[config.mk]
export PLATFORM = sky130hd
export DESIGN_NAME = naneye_stream_gen
export DESIGN_NICKNAME = d
export VERILOG_FILES = /design/src/rtl/naneye_stream_gen.sv
export SDC_FILE = /design/constraint.sdc
export NUM_CORES = 1
export LEC_CHECK = 0
export ABC_AREA = 0
export CAP_MARGIN = 20
export CORE_MARGIN = 2
export CORE_UTILIZATION = 50
export CTS_CLUSTER_SIZE = 14
export DETAILED_ROUTE_END_ITERATION = 12
export GPL_TIMING_DRIVEN = 0
export PLACE_DENSITY = 0.76
export SLEW_MARGIN = 20
export SYNTH_ARGS = -nofsm -noshare
export SYNTH_HDL_FRONTEND = slang
export SYNTH_SLANG_ARGS = --single-unit
[constraint.sdc]
create_clock -name CLOCK -period 2.4 [get_ports CLOCK]
set_input_delay 0.24 -clock CLOCK [delete_from_list [all_inputs] [get_ports CLOCK]]
set_output_delay 0.24 -clock CLOCK [all_outputs]
set_load 0.005 [all_outputs]
[src/rtl/naneye_stream_gen.sv]
// NanEye-style serial stream source: frame sync, raw line sync and Manchester pixel
// words with programmable per-half-bit jitter, plus reference pixel/sync strobes.
module naneye_stream_gen #(
    parameter int                 D_WIDTH    = 10,
    parameter int                 COLS       = 250,
    parameter int                 ROWS       = 250,
    parameter int                 HALF_DIV   = 3,
    parameter int                 JITTER_MAX = 1,
    parameter int                 FSYNC_BITS = 24,
    parameter logic [D_WIDTH+1:0] LSYNC_WORD = 12'hFC0,
    parameter logic [D_WIDTH-1:0] PIX_CONST  = 10'h2AA
) (
    input  logic               CLOCK,
    input  logic               RESET_N,
    input  logic               ENABLE,
    input  logic [1:0]         PATTERN_MODE,
    input  logic [1:0]         JITTER_MODE,
    output logic               SER_OUT,
    output logic [D_WIDTH-1:0] PIX_DATA,
    output logic               PIX_VALID,
    output logic               LINE_START,
    output logic               FRAME_START,
    output logic               BUSY
);
    localparam int WW    = D_WIDTH + 2;
    localparam int HFS   = 2 * FSYNC_BITS;
    localparam int HWD   = 2 * WW;
    localparam int HMAX0 = (HFS > HWD) ? HFS : HWD;
    localparam int HMAX  = (HMAX0 > 16) ? HMAX0 : 16;
    localparam int HIW   = $clog2(HMAX + 1);
    localparam int CW    = $clog2(HALF_DIV + JITTER_MAX + 1);
    localparam int COLW  = $clog2(COLS + 1);
    localparam int ROWW  = $clog2(ROWS + 1);

    localparam logic [HIW-1:0]  FS_LAST  = HIW'(HFS - 1);
    localparam logic [HIW-1:0]  WD_LAST  = HIW'(HWD - 1);
    localparam logic [HIW-1:0]  GAP_LAST = HIW'(15);
    localparam logic [COLW-1:0] COL_LAST = COLW'(COLS - 1);
    localparam logic [ROWW-1:0] ROW_LAST = ROWW'(ROWS - 1);

    // Fibonacci tap masks for maximal-length LFSRs, widths 2..16
    function automatic logic [31:0] lfsr_taps(input int w);
        case (w)
            2:       return 32'h0003;
            3:       return 32'h0006;
            4:       return 32'h000C;
            5:       return 32'h0014;
            6:       return 32'h0030;
            7:       return 32'h0060;
            8:       return 32'h00B8;
            9:       return 32'h0110;
            11:      return 32'h0500;
            12:      return 32'h0829;
            13:      return 32'h100D;
            14:      return 32'h2015;
            15:      return 32'h6000;
            16:      return 32'hD008;
            default: return 32'h0240;
        endcase
    endfunction

    localparam logic [31:0]        TAPS_ALL = lfsr_taps(D_WIDTH);
    localparam logic [D_WIDTH-1:0] PIX_TAPS = TAPS_ALL[D_WIDTH-1:0];

    typedef enum logic [2:0] {IDLE, FSYNC, LSYNC, PIXEL, FGAP} state_t;

    state_t              state, n_state;
    logic [CW-1:0]       cnt, len_m1;
    logic [HIW-1:0]      hidx, n_hidx;
    logic [WW-1:0]       word, n_word, sh;
    logic [COLW-1:0]     col, n_col;
    logic [ROWW-1:0]     row, n_row;
    logic [D_WIDTH-1:0]  ramp, pix_lfsr, pix_val, pix_next;
    logic [7:0]          jit_lfsr, jit_next;
    logic                step, hb, ld_pix, ld_lsync, n_ser, n_fs, n_ls, n_pv;
    int                  jmag, jit, hlen;

    // Length of the half-bit that starts at this boundary
    always_comb begin
        jmag = int'(jit_lfsr) % (JITTER_MAX + 1);
        jit  = 0;
        if (JITTER_MAX > 0) begin
            case (JITTER_MODE)
                2'd1:    jit = jit_lfsr[7] ? -jmag : jmag;
                2'd2:    jit = jmag;
                2'd3:    jit = -jmag;
                default: jit = 0;
            endcase
        end
        hlen = HALF_DIV + jit;
        if (hlen < 1) hlen = 1;
        len_m1   = CW'(hlen - 1);
        jit_next = {jit_lfsr[6:0], jit_lfsr[7] ^ jit_lfsr[5] ^ jit_lfsr[4] ^ jit_lfsr[3]};
        pix_next = {pix_lfsr[D_WIDTH-2:0], ^(pix_lfsr & PIX_TAPS)};
        case (PATTERN_MODE)
            2'd1:    pix_val = PIX_CONST;
            2'd2:    pix_val = pix_lfsr;
            default: pix_val = ramp;
        endcase
    end

    always_comb begin
        n_state   = state;
        n_hidx    = hidx + 1'b1;
        n_col     = col;
        n_row     = row;
        n_fs      = 1'b0;
        n_ls      = 1'b0;
        n_pv      = 1'b0;
        ld_pix    = 1'b0;
        ld_lsync  = 1'b0;
        hb        = 1'b0;
        step      = (state == IDLE) ? ENABLE : (cnt == '0);
        case (state)
            IDLE: if (ENABLE) begin
                n_state = FSYNC; n_hidx = '0; n_row = '0; n_fs = 1'b1; hb = 1'b1;
            end
            FSYNC: if (step) begin
                hb = 1'b1;
                if (hidx == FS_LAST) begin
                    n_state = LSYNC; n_hidx = '0; n_ls = 1'b1; ld_lsync = 1'b1;
                end
            end
            LSYNC: if (step) begin
                hb = 1'b1;
                if (hidx == WD_LAST) begin
                    n_state = PIXEL; n_hidx = '0; n_col = '0; n_pv = 1'b1; ld_pix = 1'b1;
                end
            end
            PIXEL: if (step) begin
                hb = 1'b1;
                if (hidx == WD_LAST) begin
                    n_hidx = '0;
                    if (col == COL_LAST) begin
                        if (row == ROW_LAST) n_state = FGAP;
                        else begin
                            n_row = row + 1'b1; n_state = LSYNC; n_ls = 1'b1; ld_lsync = 1'b1;
                        end
                    end else begin
                        n_col = col + 1'b1; n_pv = 1'b1; ld_pix = 1'b1;
                    end
                end
            end
            FGAP: if (step) begin
                if (hidx != GAP_LAST) hb = 1'b1;
                else if (ENABLE) begin
                    n_state = FSYNC; n_hidx = '0; n_row = '0; n_fs = 1'b1; hb = 1'b1;
                end else begin
                    n_state = IDLE; n_hidx = '0;
                end
            end
            default: n_state = IDLE;
        endcase
        n_word = ld_lsync ? LSYNC_WORD : (ld_pix ? {1'b1, pix_val, 1'b0} : word);
        // Bit being sent is word MSB after shifting out hidx/2 bits
        sh = n_word << n_hidx[HIW-1:1];
        case (n_state)
            FSYNC:   n_ser = 1'b1;
            LSYNC:   n_ser = sh[WW-1];
            PIXEL:   n_ser = sh[WW-1] ^ n_hidx[0];
            default: n_ser = 1'b0;
        endcase
    end

    always_ff @(posedge CLOCK or negedge RESET_N) begin
        if (!RESET_N) begin
            state       <= IDLE;
            cnt         <= '0;
            hidx        <= '0;
            word        <= '0;
            col         <= '0;
            row         <= '0;
            ramp        <= '0;
            pix_lfsr    <= D_WIDTH'(1);
            jit_lfsr    <= 8'hA5;
            SER_OUT     <= 1'b0;
            PIX_DATA    <= '0;
            PIX_VALID   <= 1'b0;
            LINE_START  <= 1'b0;
            FRAME_START <= 1'b0;
            BUSY        <= 1'b0;
        end else begin
            PIX_VALID   <= 1'b0;
            LINE_START  <= 1'b0;
            FRAME_START <= 1'b0;
            if (step) begin
                state       <= n_state;
                hidx        <= n_hidx;
                col         <= n_col;
                row         <= n_row;
                word        <= n_word;
                SER_OUT     <= n_ser;
                BUSY        <= (n_state != IDLE);
                FRAME_START <= n_fs;
                LINE_START  <= n_ls;
                PIX_VALID   <= n_pv;
                if (hb) begin
                    cnt      <= len_m1;
                    jit_lfsr <= jit_next;
                end
                if (ld_pix) begin
                    PIX_DATA <= pix_val;
                    ramp     <= ramp + 1'b1;
                    pix_lfsr <= pix_next;
                end
            end else if (state != IDLE) begin
                cnt <= cnt - 1'b1;
            end
        end
    end
endmodule

==> results.py <==
metrics = {
    "worst_setup_path": {
        "cp_max_fo": 4,
        "max_stage_delay_ns": 0.60,
        "cp-end-kind": "flip-flop",
        "crit_cells": 9,
        "critPathLaunchType": "flip-flop",
        "endpoint": "SER_OUT$_DFFE_PN0N_",
        "cp.arrival_ns": 2.93,
        "critical_path_buf_inv_count": 1,
        "r2r-start": "state[0]$_DFFE_PN0N_",
        "path_cells": "or4b_4 -> buf_4 -> nand2_1 -> o21ai_0 -> a311o_1 -> a2111o_1 -> o41ai_4 -> o21ai_1 -> nor3b_1",
        "crit_family": "compound AO/OA/AOI/OAI gates",
        "reg2reg_to": "SER_OUT$_DFFE_PN0N_",
        "cp.required_ns": 2.65,
        "crit_start": "state[0]$_DFFE_PN0N_",
        "crit_type": "reg -> reg",
        "crit_slowest_cell": "or4b_4",
        "regToRegSetupSlack_ns": -0.28,
        "reg2reg_depth": 9,
    },
    "power": {
        "powerDensity_nw_per_um2": 844,
        "vdd_drop_max_mv": 0.403,
        "p_leak_nw": 2.50,
    },
    "yosys": {
        "synthSimpleGateAreaFrac_pct": 22.4,
        "synthMuxAreaShare_pct": 2.33,
        "synth_cell_types": 67,
        "synth_cells": 465,
        "synthAdderAreaFrac_pct": 2.88,
        "synthFlopType": "dfrtp_1",
        "synth_compound_area_share_pct": 16.9,
        "synth_edf_count": 0,
        "async_reset_ff_share_pct": 100,
        "avgSynthCellArea_um2": 9.35,
        "netlist_area_um2": 4350,
        "ys_warn_count": 0,
        "synth_nets": 482,
        "yosysSeqAreaShare_pct": 47.9,
        "synthXorXnorAreaFrac_pct": 4.43,
        "synth_top_family_by_area": "simple AND/OR/NAND/NOR gates",
        "synth-seq-cells": 83,
    },
    "floorplan": {
        "core.rowCount": 34,
        "coreArea_um2": 8590,
        "fp.dieArea_um2": 9460,
        "die_x_um": 97.3,
        "initial_core_util_pct": 50.6,
        "pin_count": 22,
        "die_h_um": 97.3,
    },
    "sta": {
        "hold_viol": 0,
        "period_needed_ns": 2.68,
        "slew_headroom_pct": 58.3,
        "timing.final.ws_setup_ns": -0.277,
        "max_freq_mhz": 374,
        "maxSlewViolCount": 0,
        "worst_slew_pin_slew_ns": 0.625,
        "rsz0062_at_grt": "true",
        "setup_viol": 5,
        "skew_ns": 0.0112,
        "post-route-period-util_pct": 112,
    },
    "grt": {
        "grt_max_degree": 58,
        "grt-ovfl-total": 0,
        "grt_pass1_vias": 3808,
        "antenna_found_initial": 0,
        "grt_use_total_pct": 24.0,
        "grt_pass1_wl_um": 18400,
    },
    "route": {
        "ant_nets": 0,
        "wl_per_cell_um": 18.1,
        "first_pass_iters": 5,
        "drc": 0,
        "drt_iter0_drc": 428,
        "wirelength_um": 11800,
        "via_per_inst": 6.12,
        "num_vias": 3986,
    },
    "status": {
        "outcome": "finished, violations left",
        "violations": "negative setup slack",
    },
    "clocking": {
        "cts_root_buf": "clkbuf_8",
        "clock_latency_ns": 0.37,
        "clk_pin_slew_ns": 0.09,
        "cts_inserted_buffers": 9,
        "clkSinkCount": 83,
        "h-tree-depth": 3,
        "cts_buffer_depth": 2,
        "cts_tree": "yes",
    },
    "place": {
        "dpl.hpwl_um": 7150,
        "io_buffers": 21,
        "dp_slack_ns": -0.807,
        "place_congestion": 0.908,
    },
    "layout": {
        "syn_to_final_growth_pct": 28.7,
        "drive_above_1_share_pct": 25.2,
        "final_util_pct": 65.1,
        "nFillCells": 637,
        "regArea_um2": 2090,
        "layout_common_cells": "76 x nand2_1, 75 x dfrtp_1, 42 x buf_4, 32 x nor2_1, 27 x o21ai_0",
        "multi_input_area_um2": 2400,
        "antenna_cells": 0,
        "mostFrequentLayoutCell": "nand2_1",
        "nets": 555,
    },
    "min_path": {
        "hp-class": "in -> async",
    },
    "run": {
        "cap_violations": 0,
    },
}
## kinds of logic (layout without fill, tap and decap cells)
family          Yosys count  count (layout)
simple gates            195             195
compound gates          112             112
flops                    83              83
buf+inv                  34             112
xor+xnor                 22              22
fa+ha+maj                10              10
mux                       9               9
## synth_stat cells (5+ instances only)
cell type | instances | area [um2]
a21o_1 | 6 | 45.0
o211ai_1 | 5 | 37.5
clkbuf_1 | 12 | 45.0
nand4_1 | 14 | 87.6
and3_1 | 8 | 50.1
a21oi_1 | 25 | 125
nor2b_1 | 6 | 37.5
nor3_1 | 6 | 30.0
dfrtp_1 | 78 | 1950
o21a_1 | 9 | 67.6
ha_1 | 10 | 125
nand2_1 | 78 | 293
nor2_1 | 35 | 131
inv_1 | 12 | 45.0
buf_2 | 5 | 25.0
or3_1 | 11 | 68.8
xor2_1 | 9 | 78.8
mux2_2 | 9 | 101
dfstp_2 | 5 | 131
o21ai_0 | 30 | 150
xnor2_1 | 13 | 114
nand3_1 | 10 | 50.1
## routing by layer
layer | up-vias | track usage [%] | wire length, um
met5 | - | 0 | 0
met4 | 0 | 9.72 | 401
met3 | 52 | 3.74 | 639
met2 | 174 | 39.0 | 5580
met1 | 1963 | 32.3 | 5150
li1 | 1797 | - | -
## layout make-up
class	count	share of cell area, %
multi-input combinational	348	43.0
inverter	14	0.983
clock inverter	5	1.50
sequential	83	37.3
buffer	15	1.63
tap	108	2.41
clock buffer	11	2.70
timing repair buffer	67	10.5
## registers in the layout, indices dropped and copies added, names as in the netlist
signal and cells:
PIX_DATA 10, SER_OUT 1, hidx 6, row 8, state 3, word 12
col 8, FRAME_START 1, pix_lfsr 10, PIX_VALID 1, ramp 10, BUSY 1
LINE_START 1, jit_lfsr 8, cnt 3
## through the flow
step	power (W)	instances	cell area (um2)	setup TNS [ns]	hold WS, ns
after global routing	0.00491	651	5600	-1.59	0.367
after detailed placement	0.00290	595	4720	-15.57	0.185
after CTS	0.00447	636	5400	-0.261	0.349
after floorplan	0.00253	465	4350	-0.144	-0.0556
after global placement	0.00284	594	4690	-160.81	0.457
final	0.00472	651	5600	-0.664	0.330
## worst min path at each step
stage	endpoint	startpoint	slack, ns	cells past startpoint
after global routing	pix_lfsr[2]$_DFFE_PN0P_	RESET_N	0.37	2
after floorplan	BUSY$_DFFE_PN0N_	RESET_N	-0.06	0
after detailed placement	ramp[4]$_DFFE_PN0P_	RESET_N	0.18	1
after global placement	word[11]$_DFFE_PN0N_	word[11]$_DFFE_PN0N_	0.46	1
final	ramp[4]$_DFFE_PN0P_	RESET_N	0.33	2
after CTS	PIX_DATA[4]$_DFFE_PN0P_	RESET_N	0.35	2
## worst register-to-register path, cell delays in order (launching register included)
cell and delay [ns]:
dfrtp_2 0.43, or4b_4 0.60, buf_4 0.18, nand2_1 0.07, o21ai_0 0.09, a311o_1 0.40, a2111o_1 0.46, o41ai_4 0.08
o21ai_1 0.10, nor3b_1 0.14
## timing repair
item                       4_1_cts  5_1_grt
hold buffers                     1        0
hold endpoints to repair        25        0
pin swaps                       18       20
gates cloned                     0        0
setup endpoints to repair       58       27
buffers inserted                27       17
gates resized for setup         51       36
## report_power, final
group	leakage (nW)	total, W	switching (W)	internal, W
Combinational	1.31	0.00194	0.00114	0.000800
Sequential	1.08	0.00160	0.0000969	0.00150
Clock	0.112	0.00118	0.000534	0.000646
Power figures use the tool's default switching activity.
